[src/rtl/systolic_pkg.sv]
// systolic_pkg: shared types and width helpers for the systolic operand feeds
package systolic_pkg;
  localparam int OP_BITS = 8;
  typedef logic signed [OP_BITS-1:0] operand_t;
  typedef enum logic {IDLE, STREAM} state_t;
  function automatic int rowbits(input int dim);
    return dim > 1 ? $clog2(dim) : 1;
  endfunction
  function automatic int stepbits(input int dim);
    return $clog2(2 * dim - 1);
  endfunction
endpackage

[src/rtl/operand_bank.sv]
// operand_bank: DIM x DIM register tile with a row write port and DIM element read ports
module operand_bank import systolic_pkg::*; #(
  parameter int BITS = 8,
  parameter int DIM = 8,
  localparam int RB = rowbits(DIM)
) (
  input  logic                clk,
  input  logic                rst_n,
  input  logic                we,
  input  logic [RB-1:0]       wrow,
  input  logic [DIM*BITS-1:0] wdata,
  input  logic [DIM*RB-1:0]   rrow,
  input  logic [DIM*RB-1:0]   rcol,
  output logic [DIM*BITS-1:0] rdata
);
  logic [BITS-1:0] mem [DIM][DIM];
  always_ff @(posedge clk or negedge rst_n)
    if (!rst_n) begin
      for (int r = 0; r < DIM; r++)
        for (int c = 0; c < DIM; c++)
          mem[r][c] <= '0;
    end else if (we && int'(wrow) < DIM) begin
      for (int c = 0; c < DIM; c++)
        mem[wrow][c] <= wdata[c*BITS +: BITS];
    end
  for (genvar k = 0; k < DIM; k++) begin : g_rd
    assign rdata[k*BITS +: BITS] = mem[rrow[k*RB +: RB]][rcol[k*RB +: RB]];
  end
endmodule

[src/rtl/operand_skew_mem.sv]
// operand_skew_mem: ping-pong operand tile memory streaming a diagonally skewed
// row-order (A) or column-order (B) feed into one edge of the systolic array
module operand_skew_mem import systolic_pkg::*; #(
  parameter int BITS_AB = 8,
  parameter int DIM = 8,
  parameter int TRANSPOSE = 0,
  localparam int RB = rowbits(DIM),
  localparam int SB = stepbits(DIM)
) (
  input  logic                   clk,
  input  logic                   rst_n,
  input  logic                   WrEn,
  input  logic [RB-1:0]          Arow,
  input  logic [DIM*BITS_AB-1:0] Ain,
  input  logic                   swap,
  input  logic                   en,
  output logic [DIM*BITS_AB-1:0] Aout,
  output logic                   busy,
  output logic                   done
);
  localparam logic [SB-1:0] LAST = SB'(2 * DIM - 2);
  state_t state, state_n;
  logic [SB-1:0] s, s_n;
  logic lb, lb_n, done_n;
  logic [DIM*BITS_AB-1:0] aout_n, lane, rd0, rd1, rd;
  logic [DIM*RB-1:0] rrow, rcol;
  operand_bank #(.BITS(BITS_AB), .DIM(DIM)) u_bank0 (
    .clk(clk), .rst_n(rst_n), .we(WrEn & ~lb), .wrow(Arow), .wdata(Ain),
    .rrow(rrow), .rcol(rcol), .rdata(rd0)
  );
  operand_bank #(.BITS(BITS_AB), .DIM(DIM)) u_bank1 (
    .clk(clk), .rst_n(rst_n), .we(WrEn & lb), .wrow(Arow), .wdata(Ain),
    .rrow(rrow), .rcol(rcol), .rdata(rd1)
  );
  assign rd = lb ? rd0 : rd1;
  // lane i sits i steps behind lane 0; d is its position along the stored row/column
  for (genvar i = 0; i < DIM; i++) begin : g_lane
    logic [RB-1:0] d;
    logic v;
    assign d = RB'(s - SB'(i));
    assign v = int'(s) >= i && int'(s) < i + DIM;
    assign rrow[i*RB +: RB] = TRANSPOSE != 0 ? d : RB'(i);
    assign rcol[i*RB +: RB] = TRANSPOSE != 0 ? RB'(i) : d;
    assign lane[i*BITS_AB +: BITS_AB] = v ? rd[i*BITS_AB +: BITS_AB] : '0;
  end
  always_comb begin
    state_n = state;
    s_n = s;
    lb_n = lb;
    aout_n = Aout;
    done_n = 1'b0;
    if (state == IDLE) begin
      if (swap) begin
        lb_n = ~lb;
        state_n = STREAM;
        s_n = '0;
      end else if (en) begin
        aout_n = '0;
      end
    end else if (en) begin
      aout_n = lane;
      state_n = s == LAST ? IDLE : STREAM;
      done_n = s == LAST;
      s_n = s == LAST ? '0 : s + 1'b1;
    end
  end
  always_ff @(posedge clk or negedge rst_n)
    if (!rst_n) begin
      state <= IDLE;
      s <= '0;
      lb <= 1'b0;
      Aout <= '0;
      done <= 1'b0;
    end else begin
      state <= state_n;
      s <= s_n;
      lb <= lb_n;
      Aout <= aout_n;
      done <= done_n;
    end
  assign busy = state == STREAM;
endmodule

[config.mk]
export PLATFORM = sky130hd
export DESIGN_NAME = operand_skew_mem
export DESIGN_NICKNAME = d
export VERILOG_FILES = /design/src/rtl/systolic_pkg.sv /design/src/rtl/operand_bank.sv /design/src/rtl/operand_skew_mem.sv
export SDC_FILE = /design/constraint.sdc
export NUM_CORES = 2
export LEC_CHECK = 0
export ABC_AREA = 1
export CAP_MARGIN = 20
export CORE_MARGIN = 1
export CORE_UTILIZATION = 35
export CTS_BUF_LIST = sky130_fd_sc_hd__clkbuf_4
export CTS_CLUSTER_SIZE = 10
export DETAILED_ROUTE_END_ITERATION = 8
export GPL_TIMING_DRIVEN = 0
export PLACE_DENSITY = 0.56
export SYNTH_ARGS = -nofsm -noshare
export SYNTH_HDL_FRONTEND = slang
export SYNTH_SLANG_ARGS = --single-unit
export TNS_END_PERCENT = 20
[constraint.sdc]
create_clock -name clk -period 6.4 [get_ports clk]
set_input_delay 1.28 -clock clk [delete_from_list [all_inputs] [get_ports clk]]
set_output_delay 1.28 -clock clk [all_outputs]
set_load 0.01 [all_outputs]
==> key figures <==
Run status
  – Status: finished clean

Global routing
  – GR Overflow Total: 0
  – First-pass GRT wire length: 322 mm
  – Largest net degree at the start of global routing: 172
  – Antenna violations before repair: 20
  – Tot GR Track Use: a little under a third
  – Vias in the first global route: between 40000 and 50000

Timing
  – Period utilisation layout: approximately 75%
  – Post-Route Setup TNS: 0 ns
  – RSZ-0062 raised after global routing: false
  – Final Hold Viols: 0
  – Period minus WS final: roughly 4.8 ns
  – F_max: approximately 210 MHz
  – Worst-Margin Slew: ~1.2 ns
  – PnR worst setup slack: between 1.5 and 2 ns
  – Max_slew headroom: about 17%
  – Hold_ws: between 0.4 and 0.5 ns
  – Max Clock Skew: around 0.12 ns
  – Max-slew violations: 0
  – Setup-failing EPs final: 0

Yosys
  – Adder-Cell Fraction of Synth Area: less than 1%
  – Syn_area_per_cell: slightly below 8 µm²
  – Synth top area share: a little over half
  – Syn nets: between 6000 and 7000
  – Post-synthesis cell type count: 30
  – Post-synth EDFFs: 0
  – Cell area after synthesis: about 0.05 mm²
  – Register area share after synthesis: a little over half
  – Number of synthesized register bits: 1095
  – Simple-gate share of the synthesized area: around 27%
  – Fraction of registers with async set/reset: 100%
  – Count leader, synth: nand2_1
  – Top_reg_cell synth: dfrtp_1
  – Multiplexer share of the synthesized area: 0%
  – Post-synthesis compound-gate area fraction: 10.5%
  – Leading area contributor after synthesis: dfrtp_1
  – Synth Area in XOR/XNOR: less than 1%
  – Syn. warnings: 0
  – Main combinational cell family by area after synthesis: simple AND/OR/NAND/NOR gates
  – Commonest cells in the netlist: 2138 x nand2_1, 1095 x dfrtp_1, 894 x nand3_1
  – Post-Syn Instances: ~6400
  – Top post-synthesis cells by area: dfrtp_1 55%, nand2_1 16%, nand3_1 9.0%, o21ai_0 7.5%, inv_1 3.3%

Die
  – Die height: 380 µm
  – Die area: around 0.14 mm²
  – Core Area: 0.142 mm²
  – Initial Util: a little over a third
  – Die Wd: 380 µm
  – FP Rows: about 140
  – # IOs: around 140

Power and ir drop
  – Leakage: 27.9 nW
  – Power per cell area: approximately 530 mW/mm²
  – Peak VDD IR: 0.265 mV

Clock network
  – Post-CTS sizing: 0
  – CTS tree: done
  – CTS HTree Levels: 5
  – Clock Tree Root: clkbuf_4
  – Num CTS Buffers: 321
  – Clk_lat worst skew: about 1.3 ns
  – Clk sinks: between 1000 and 1500
  – Clk buf depth: 4
  – CTS clk-pin slew, worst paths: around 0.07 ns

Placement
  – Input/output buffers: about 140
  – Post-Place Setup Slack: between 1.5 and 2 ns
  – GP Congestion: slightly below 1
  – DP HPWL: around 160 mm

Setup path
  – Slowest cell on crit path: clkbuf_1
  – CP arrival: ~6.0 ns
  – Reg-to-reg startpoint: s[1]
  – Worst Setup Start Kind: flop
  – Nature of the critical path endpoint: flop
  – Critical-path cell list: clkbuf_1, clkinv_1, buf_2, buf_1, ha_1, clkbuf_1, clkbuf_1, nand3_1, nand3_1, nand3_1, nand2_1, nand2_1, nand2_1
  – Crit-path max FO: 12
  – RR Endpoint: Aout[63]
  – Critical path required time: 7.63 ns
  – Setup CP Type: flop to flop
  – Worst path max stage delay: between 0.9 and 1 ns
  – Worst R2R Setup Slack: ~1.6 ns
  – Worst-case reg-to-reg path depth: 13

Routing
  – First-pass DRT Iterations: 8
  – Final wirelength: about 230 mm
  – Wirelength per Cell: around 25 µm
  – Via count: ~49000
  – Vias per cell: about 5.5
  – Antenna viol nets, final: 0
  – Initial DRC count: 7494
  – DRC viols: 0

Layout
  – Share of layout cells above drive strength 1: about a tenth
  – Nets: 6917
  – Area Growth Syn to Fin: 15.9%

Hold path
  – Hold wc startpoint: Ain[31]
  – Hold depth: 3
  – Hold Path End: u_bank1.mem[167]
  – Hold WC Path Type: input port to flop

Job
  – Max_cap viols: 0
layer usage:
| metal | vias up | track usage (%) | wire [µm] |
|---|---|---|---|
| met5 | - | 0 | 13 |
| met4 | 2 | 15.4 | 11600 |
| met3 | 555 | 8.60 | 26500 |
| met2 | 2894 | 44.2 | 95200 |
| met1 | 24000 | 42.4 | 92100 |
| li1 | 21400 | - | - |
repair_timing:
item | in CTS | in global routing
hold buffers | 1 | 0
buffers inserted | 0 | 0
hold endpoints to repair | 77 | 0
endpoints found under the setup margin | 0 | 0
worst max-delay path: cells and delay by family, from the launching register on:
kind | cells | cell delay, ns
simple gates | 6 | 0.90
fa+ha+maj | 1 | 0.50
flops | 1 | 0.42
buf+inv | 6 | 2.88
per-stage QoR:
step	instances	cell area [µm²]	total power, mW	utilization (%)
2_1_floorplan	6350	49900	18.8	-
3_3_place_gp	8375	53600	23.7	37.9
3_5_place_dp	8401	54200	23.7	38.3
4_1_cts	8906	57800	30.1	40.8
5_1_grt	8913	57800	32.2	40.8
6_report	8923	57800	30.4	40.9
layout make-up:
| cell class | count | area (µm²) |
|---|---|---|
| Timing Repair Buffer | 162 | 1860 |
| Inverter | 450 | 1690 |
| Antenna cell | 17 | 42.5 |
| Multi-Input combinational cell | 4312 | 18800 |
| Clock inverter | 49 | 185 |
| Buffer | 493 | 2090 |
| Fill cell | 15000 | 83700 |
| Sequential cell | 1095 | 27400 |
| Tap cell | 1890 | 2360 |
| Clock buffer | 455 | 3420 |
flip-flops by register name, indices dropped and copies added, names as in the netlist:
signal,cells
busy,1
s,4
u_bank0.mem,512
Aout,64
u_bank1.mem,512
lb,1
done,1
how the worst max path moves through the flow:
stage | from | end | slack, ns
floorplan | s[1] | Aout[46] | 3.86
global placement | rst_n | Aout[58] | -47.84
detailed placement | s[1] | Aout[63] | 1.83
CTS | s[1] | Aout[63] | 1.80
global route | s[1] | Aout[63] | 1.56
finish | s[1] | Aout[63] | 1.60
kinds of logic (layout without fill, tap and decap cells):
family	Yosys count	after routing
adders and majority gates	10	10
and+or+nand+nor	3257	3257
other	0	17
DFF	1095	1095
xor gates and xnor gates	2	2
buffers and inverters	943	1609
AOI/OAI and AO/OA	1043	1043
placed cells by master, fill, tap and decap left out, types with 9 or more instances in the layout:
cell,count
clkbuf_4,455
dfrtp_1,1095
clkinv_1,46
buf_1,45
a21oi_1,188
nand2_1,2138
clkbuf_2,47
buf_16,9
o21ai_0,744
clkdlybuf4s50_1,134
o21ai_1,100
nor2_1,214
buf_2,143
nand3_1,894
ha_1,10
inv_2,10
diode_2,17
clkbuf_1,258
inv_1,442
buf_8,15
power breakdown:
part	switching (mW)	internal (mW)	total (mW)
sequential	1.60	10.2	11.8
combinational	8.41	3.85	12.3
clock	3.13	3.22	6.35
total	13.1	17.3	30.4
Power figures use the tool's default switching activity.
